<file path="config.mk">
export PLATFORM = sky130hd
export DESIGN_NAME = spwm_phase_scheduler
export DESIGN_NICKNAME = d
export VERILOG_FILES = /design/src/rtl/spwm_phase_scheduler.sv
export SDC_FILE = /design/constraint.sdc
export NUM_CORES = 1
export LEC_CHECK = 0
export ABC_CLOCK_PERIOD_IN_PS = 4700
export BUFFER_PORTS_ARGS = -buffer_cell sky130_fd_sc_hd__buf_2
export CELL_PAD_IN_SITES_DETAIL_PLACEMENT = 1
export CELL_PAD_IN_SITES_GLOBAL_PLACEMENT = 2
export CORE_MARGIN = 8
export CORE_UTILIZATION = 34
export CTS_BUF_LIST = sky130_fd_sc_hd__clkbuf_8
export DETAILED_ROUTE_END_ITERATION = 12
export HOLD_SLACK_MARGIN = 0.1
export MAX_ROUTING_LAYER = met4
export PLACE_DENSITY_LB_ADDON = 0.2
export SYNTH_ARGS = -nofsm -noshare
export SYNTH_HDL_FRONTEND = slang
export SYNTH_SLANG_ARGS = --single-unit
</file>
<file path="constraint.sdc">
create_clock -name clk -period 4.7 [get_ports clk]
set_input_delay 1.41 -clock clk [delete_from_list [all_inputs] [get_ports clk]]
set_output_delay 1.41 -clock clk [all_outputs]
set_load 0.005 [all_outputs]
</file>
<file path="src/rtl/spwm_phase_scheduler.sv">
// Shares one registered half-wave sine LUT across three 120-degree phase channels for SPWM.
// Optional synchronous accumulator clear input phase_clr under `define SPWM_SCHED_PHASE_CLR_EN.
module spwm_phase_scheduler #(
    parameter int ACC_W       = 16,
    parameter int PHASE_B_OFS = 85,
    parameter int PHASE_C_OFS = 171
) (
    input  logic             clk,
    input  logic             rst,
    input  logic             tick,
    input  logic             run,
`ifdef SPWM_SCHED_PHASE_CLR_EN
    input  logic             phase_clr,
`endif
    input  logic [ACC_W-1:0] freq_word,
    output logic [7:0]       lut_addr,
    input  logic [11:0]      lut_data,
    output logic [11:0]      ref_a,
    output logic [11:0]      ref_b,
    output logic [11:0]      ref_c,
    output logic             neg_a,
    output logic             neg_b,
    output logic             neg_c,
    output logic             ref_valid,
    output logic             busy,
    output logic             overrun
);

    localparam logic [7:0] OFS_B = 8'(PHASE_B_OFS);
    localparam logic [7:0] OFS_C = 8'(PHASE_C_OFS);

    typedef enum logic [2:0] {
        IDLE,
        ADDR_A,
        ADDR_B,
        ADDR_C,
        WAIT,
        COMMIT
    } state_t;

    state_t           state, state_nxt;
    logic [ACC_W-1:0] acc;
    logic [ACC_W-1:0] acc_sum;
    logic [7:0]       p_a_nxt;
    logic [7:0]       p_a, p_b, p_c;
    logic [11:0]      sh_a, sh_b;
    logic [7:0]       addr_nxt;
    logic             clr_req;
    logic             accept;
    logic             drop;
    logic             ld_addr;
    logic             cap_a;
    logic             cap_b;
    logic             commit;

`ifdef SPWM_SCHED_PHASE_CLR_EN
    assign clr_req = phase_clr;
`else
    assign clr_req = 1'b0;
`endif

    assign acc_sum = acc + freq_word;
    assign p_a_nxt = acc_sum[ACC_W-1 -: 8];

    always_ff @(posedge clk) begin
        if (rst) begin
            state <= IDLE;
        end else begin
            state <= state_nxt;
        end
    end

    always_comb begin
        state_nxt = state;
        accept    = 1'b0;
        ld_addr   = 1'b0;
        addr_nxt  = lut_addr;
        cap_a     = 1'b0;
        cap_b     = 1'b0;
        commit    = 1'b0;
        case (state)
            IDLE: begin
                // A tick coincident with phase_clr is consumed without starting a sweep.
                if (tick && run && !clr_req) begin
                    accept    = 1'b1;
                    state_nxt = ADDR_A;
                end
            end
            ADDR_A: begin
                ld_addr   = 1'b1;
                addr_nxt  = {1'b0, p_a[6:0]};
                state_nxt = ADDR_B;
            end
            ADDR_B: begin
                ld_addr   = 1'b1;
                addr_nxt  = {1'b0, p_b[6:0]};
                state_nxt = ADDR_C;
            end
            ADDR_C: begin
                ld_addr   = 1'b1;
                addr_nxt  = {1'b0, p_c[6:0]};
                cap_a     = 1'b1;
                state_nxt = WAIT;
            end
            WAIT: begin
                cap_b     = 1'b1;
                state_nxt = COMMIT;
            end
            COMMIT: begin
                commit    = 1'b1;
                state_nxt = IDLE;
            end
            default: state_nxt = IDLE;
        endcase
    end

    assign drop = tick && run && (state != IDLE);
    assign busy = (state != IDLE) || ref_valid;

    always_ff @(posedge clk) begin
        if (rst) begin
            acc       <= '0;
            p_a       <= '0;
            p_b       <= '0;
            p_c       <= '0;
            lut_addr  <= '0;
            sh_a      <= '0;
            sh_b      <= '0;
            ref_a     <= '0;
            ref_b     <= '0;
            ref_c     <= '0;
            neg_a     <= 1'b0;
            neg_b     <= 1'b0;
            neg_c     <= 1'b0;
            ref_valid <= 1'b0;
            overrun   <= 1'b0;
        end else begin
            if (clr_req) begin
                acc <= '0;
            end else if (accept) begin
                acc <= acc_sum;
            end
            if (accept) begin
                p_a <= p_a_nxt;
                p_b <= p_a_nxt + OFS_B;
                p_c <= p_a_nxt + OFS_C;
            end
            if (ld_addr) begin
                lut_addr <= addr_nxt;
            end
            if (cap_a) begin
                sh_a <= lut_data;
            end
            if (cap_b) begin
                sh_b <= lut_data;
            end
            ref_valid <= commit;
            // Channel C arrives on the commit edge itself, so it bypasses the shadows.
            if (commit) begin
                ref_a <= sh_a;
                ref_b <= sh_b;
                ref_c <= lut_data;
                neg_a <= p_a[7];
                neg_b <= p_b[7];
                neg_c <= p_c[7];
            end
            if (drop) begin
                overrun <= 1'b1;
            end
        end
    end

endmodule
</file>
=== Word level (Yosys, flattened, before mapping) ===
Index checks and enable logic that the tools add are counted.

* Flip-flop bits (word level): 116
* Input bits: 32
* Output and inout bits: 50
* Word-level logic and storage cells: 42

* $add $sub $neg: 3
* Equal/unequal tests: 6
* Muxes and demuxes: 9
* Reductions and logical operators: 8

{| class="wikitable"
|+ Operators with widths
! cell !! number
|-
| one-hot mux 8 bit (3 select lines) || 1
|-
| adder 16 bit || 1
|-
| one-hot mux 3 bit (5 select lines) || 1
|-
| adder 8 x 7 -> 8 bit (second input constant) || 1
|-
| adder 8 bit (second input constant) || 1
|-
| == test 3 x 2 -> 1 bit (second input constant) || 2
|-
| == test 3 bit (second input constant) || 2
|-
| two-way mux 1 bit || 6
|-
| nonzero test 3 bit || 2
|-
| == test 3 x 1 -> 1 bit (second input constant) || 1
|-
| logical NOT 3 bit || 1
|-
| two-way mux 3 bit || 1
|-
| OR reduction 3 bit || 1
|-
| logical AND 1 bit || 2
|-
| inequality test 2 bit (second input constant) || 1
|-
| AND reduction 2 bit || 1
|-
| logical OR 1 bit || 1
|}

=== Longest topological paths before layout ===
* Depth after elaboration: 4
* Mapped depth: 12

=== Worst setup path after synthesis ===
No wires, ideal clock.

* Path kind: input-to-reg
* Start point: input freq_word[0]
* End point: register p_b[7]
* Setup time: 0.062 ns
* Arrival time: 3.753 ns
* Data required time: 4.638 ns
* Slack: 0.885 ns
* Stages: 10
* Cells stage by stage: ha_1 > fa_1 > a211oi_2 > o211ai_2 > a21oi_2 > a311oi_1 > a41oi_2 > nor2_2 > or4b_1 > nand3_1

* Word-level cells in the longest chain between the ends: 2

{| class="wikitable"
|+ Ends and longest elaborated chain
! item !! RTL line !! text
|-
| start: declaration || 15 || <nowiki>input logic [ACC_W-1:0] freq_word,</nowiki>
|-
| adder 16 bit || 62 || <nowiki>assign acc_sum = acc + freq_word;</nowiki>
|-
| adder 8 x 7 -> 8 bit || 145 || <nowiki>p_b <= p_a_nxt + OFS_B;</nowiki>
|-
| end signal: assignment || 145 ||
|-
| end: declaration || 45 || <nowiki>logic [7:0] p_a, p_b, p_c;</nowiki>
|}

No other way between the ends.
A chain may end at the register's enable or synchronous reset.

=== Worst setup path after layout ===
Same ends and word-level chain as after synthesis.

==> run_results.csv <==
group,metric,value,unit
run_status,outcome,"finished, final reports clean",
floorplanning,die_w,137.6,microns
synthesis,netlist-cell-type-count,62,
synthesis,synth.area.top_cells,"dfxtp_1 (42%), nand2_1 (13%), a21oi_1 (9.5%), ha_1 (4.0%), nor2_1 (2.7%)",
clock_network,cts.sinks,106,
synthesis,synth_area,5026,sq um
setup_path,worstPathMaxFanout,5,
global_routing,grt_overflow_total,0,
global_routing,grt_max_degree,76,
synthesis,ys.flop_type,"dfxtp_1",
clock_network,cts_tree,"yes",
finish,diodes,0,
setup_path,critPathRequiredTime,5.03,ns
clock_network,clk_latency,0.38,ns
floorplanning,chipHeight,137.6,microns
sta,layout_min_cycle_time,3.820,ns
routing,drt-total-wl,14790,microns
power,peakVddDrop,0.0001304,V
synthesis,synth_top_cells_by_count,"nand2_1 (171), dfxtp_1 (106), a21oi_1 (95)",
sta,fmax,0.2618,GHz
floorplanning,core_area,14480,sq um
synthesis,ys_warn_count,0,
global_routing,grt_pass1_wl,24010,microns
synthesis,synth_seq_cells,106,
routing,via_per_inst,5.169,
synthesis,synth_cells,634,
floorplanning,rows,44,
setup_path,critical_path_class,"input pin to flop",
clock_network,post_cts_resized,0,
sta,setup_tns,0,ns
synthesis,yosysSeqAreaShare,42.22,%
clock_network,clk_pin_slew,0.12,ns
sta,setup_ws,0.8800,ns
power,leakagePower,2.198,nW
finish,drive_gt1_share,17.03,%
setup_path,cp-start-kind,"input pin",
floorplanning,dieArea,18930,sq um
finish,stdcell_area,5718,sq um
routing,vias,4533,
clock_network,h-tree-depth,3,
sta,finClkSkew,0.01755,ns
finish,nNetsFinal,737,
routing,dr.pass1.iters,4,
place,gp_congestion,0.9173,
synthesis,synthArstFlopShare,0,%
finish,syn_to_final_growth,13.77,%
global_routing,track_usage,16.39,%
place,io_buffer_count,80,
finish,nFillCells,1798,
sta,tightestPinTransition,0.8325,ns
global_routing,antenna_found_initial,0,
synthesis,syn-num-nets,683,
place,dp_worst_setup_slack,0.4567,ns
clock_network,cts_root_buf,"clkbuf_8",
clock_network,clockBufferDepth,2,
place,dpl_cell_area,5534,sq um
synthesis,yosysMostFrequentCell,"nand2_1",
routing,drtIter0Drc,269,
flow_run,cap_violations,0,
floorplanning,ios,82,
routing,routedWlPerCell,16.86,microns
sta,period_share,81.28,%
setup_path,critPathArrivalTime,4.15,ns
synthesis,synth_top_area_share,42.22,%
sta,hold_viol,0,
place,dp_hpwl,10840,microns
routing,postRouteAntennaNets,0,
clock_network,cts_setup_buffers,0,
routing,remaining_drc_errors,0,
hold_path,min_path_type,"flop to flop",
setup_path,cp-end-kind,"flop",
floorplanning,initial_core_util,34.71,%
synthesis,syn_avg_cell_area,7.928,sq um
synthesis,synth-edff-count,0,
synthesis,yosys.area.top_type,"dfxtp_1",
global_routing,grt_pass1_vias,4489,
sta,report.final.slew_viol_count,0,
sta,slew_headroom,44.50,%
power,powerDensity,340.5,nW/um^2
sta,rsz0062_at_grt,"no",
clock_network,numCtsBuffers,9,
sta,finalSetupViolCount,0,
clock_network,holdBufCountCts,0,
## routing by layer
| layer | up-vias | track usage [%] | wire length, microns |
|---|---|---|---|
| li1 | 2280 | - | - |
| met1 | 2166 | 23.88 | 7804 |
| met2 | 76 | 22.77 | 6176 |
| met3 | 11 | 2.845 | 662 |
| met4 | 0 | 3.983 | 146 |
| met5 | - | - | 0 |
## flip-flops by register name, summed over array words and instances, names as in the netlist
name and cells:
ref_valid 1, neg_c 1, ref_c 12, ref_b 12, lut_addr 7, p_c 7
neg_b 1, state 3, sh_b 12, neg_a 1, ref_a 12, overrun 1
p_b 8, acc 16, sh_a 12
## through the flow
step | cells | total power [mW] | util (%) | hold slack [ns]
detailed placement | 861 | 1.415 | 38.22 | 0.4465
global placement | 861 | 1.408 | 38.22 | 0.4394
finish | 877 | 1.947 | 39.49 | 0.4453
floorplan | 634 | 1.289 | - | 0.4270
global route | 877 | 2.060 | 39.49 | 0.4719
CTS | 877 | 1.969 | 39.49 | 0.4509
## layout by cell type (no fill, tap or decap), types with 7 or more instances in the layout
cell type	netlist	final
nand2_1	171	171
dfxtp_1	106	106
a21oi_1	95	95
buf_2	2	79
nor2_1	36	35
o21ai_0	18	18
a211oi_1	16	16
ha_1	16	16
xnor2_1	14	14
nor3_1	10	10
nand3_1	9	9
mux2i_1	9	9
clkbuf_8	0	9
a21o_1	8	8
buf_4	2	7
## final cells by class
cell class	instances	area, sq um	share of cell area (%)
inverters	3	11.26	0.1969
flip-flops and latches	106	2122	37.11
well taps	184	230.2	4.026
clock inverters	7	60.06	1.050
clock buffers	9	123.9	2.166
multi-input cells	482	2723	47.61
repair buffers	86	447.9	7.834
## cells by family after synthesis
logic type | Yosys count | share of synthesized area (%)
compound gates | 169 | 21.01
xor+xnor | 20 | 4.008
fa+ha+maj | 17 | 4.381
buf+inv | 46 | 3.659
flops | 106 | 42.22
mux | 9 | 1.792
other cells | 1 | 0.07461
simple gates | 266 | 22.85
## worst paths after layout
| check | startpoint | to | slack, ns | depth (start not counted) |
|---|---|---|---|---|
| max | freq_word[0] | p_b[7] | 0.88 | 11 |
| min | sh_b[3] | ref_b[3] | 0.45 | 2 |
| max reg2reg | acc[0] | p_b[7] | 1.69 | 10 |
| min reg2reg | sh_b[3] | ref_b[3] | 0.45 | 2 |
## power breakdown
group / total (mW) / internal (mW) / switching (mW)
logic: 0.416 / 0.164 / 0.253
clock network: 0.555 / 0.204 / 0.351
registers: 0.976 / 0.940 / 0.0358
total: 1.95 / 1.31 / 0.639
## worst max-delay path: stages
cell and delay, ns:
buf_2 0.10, ha_1 0.21, fa_1 0.44, a211oi_2 0.39
o211ai_2 0.19, a21oi_2 0.27, a311oi_1 0.18, a41oi_2 0.30
nor2_2 0.08, or4b_1 0.50, nand3_1 0.09
Power figures use the tool's default switching activity.
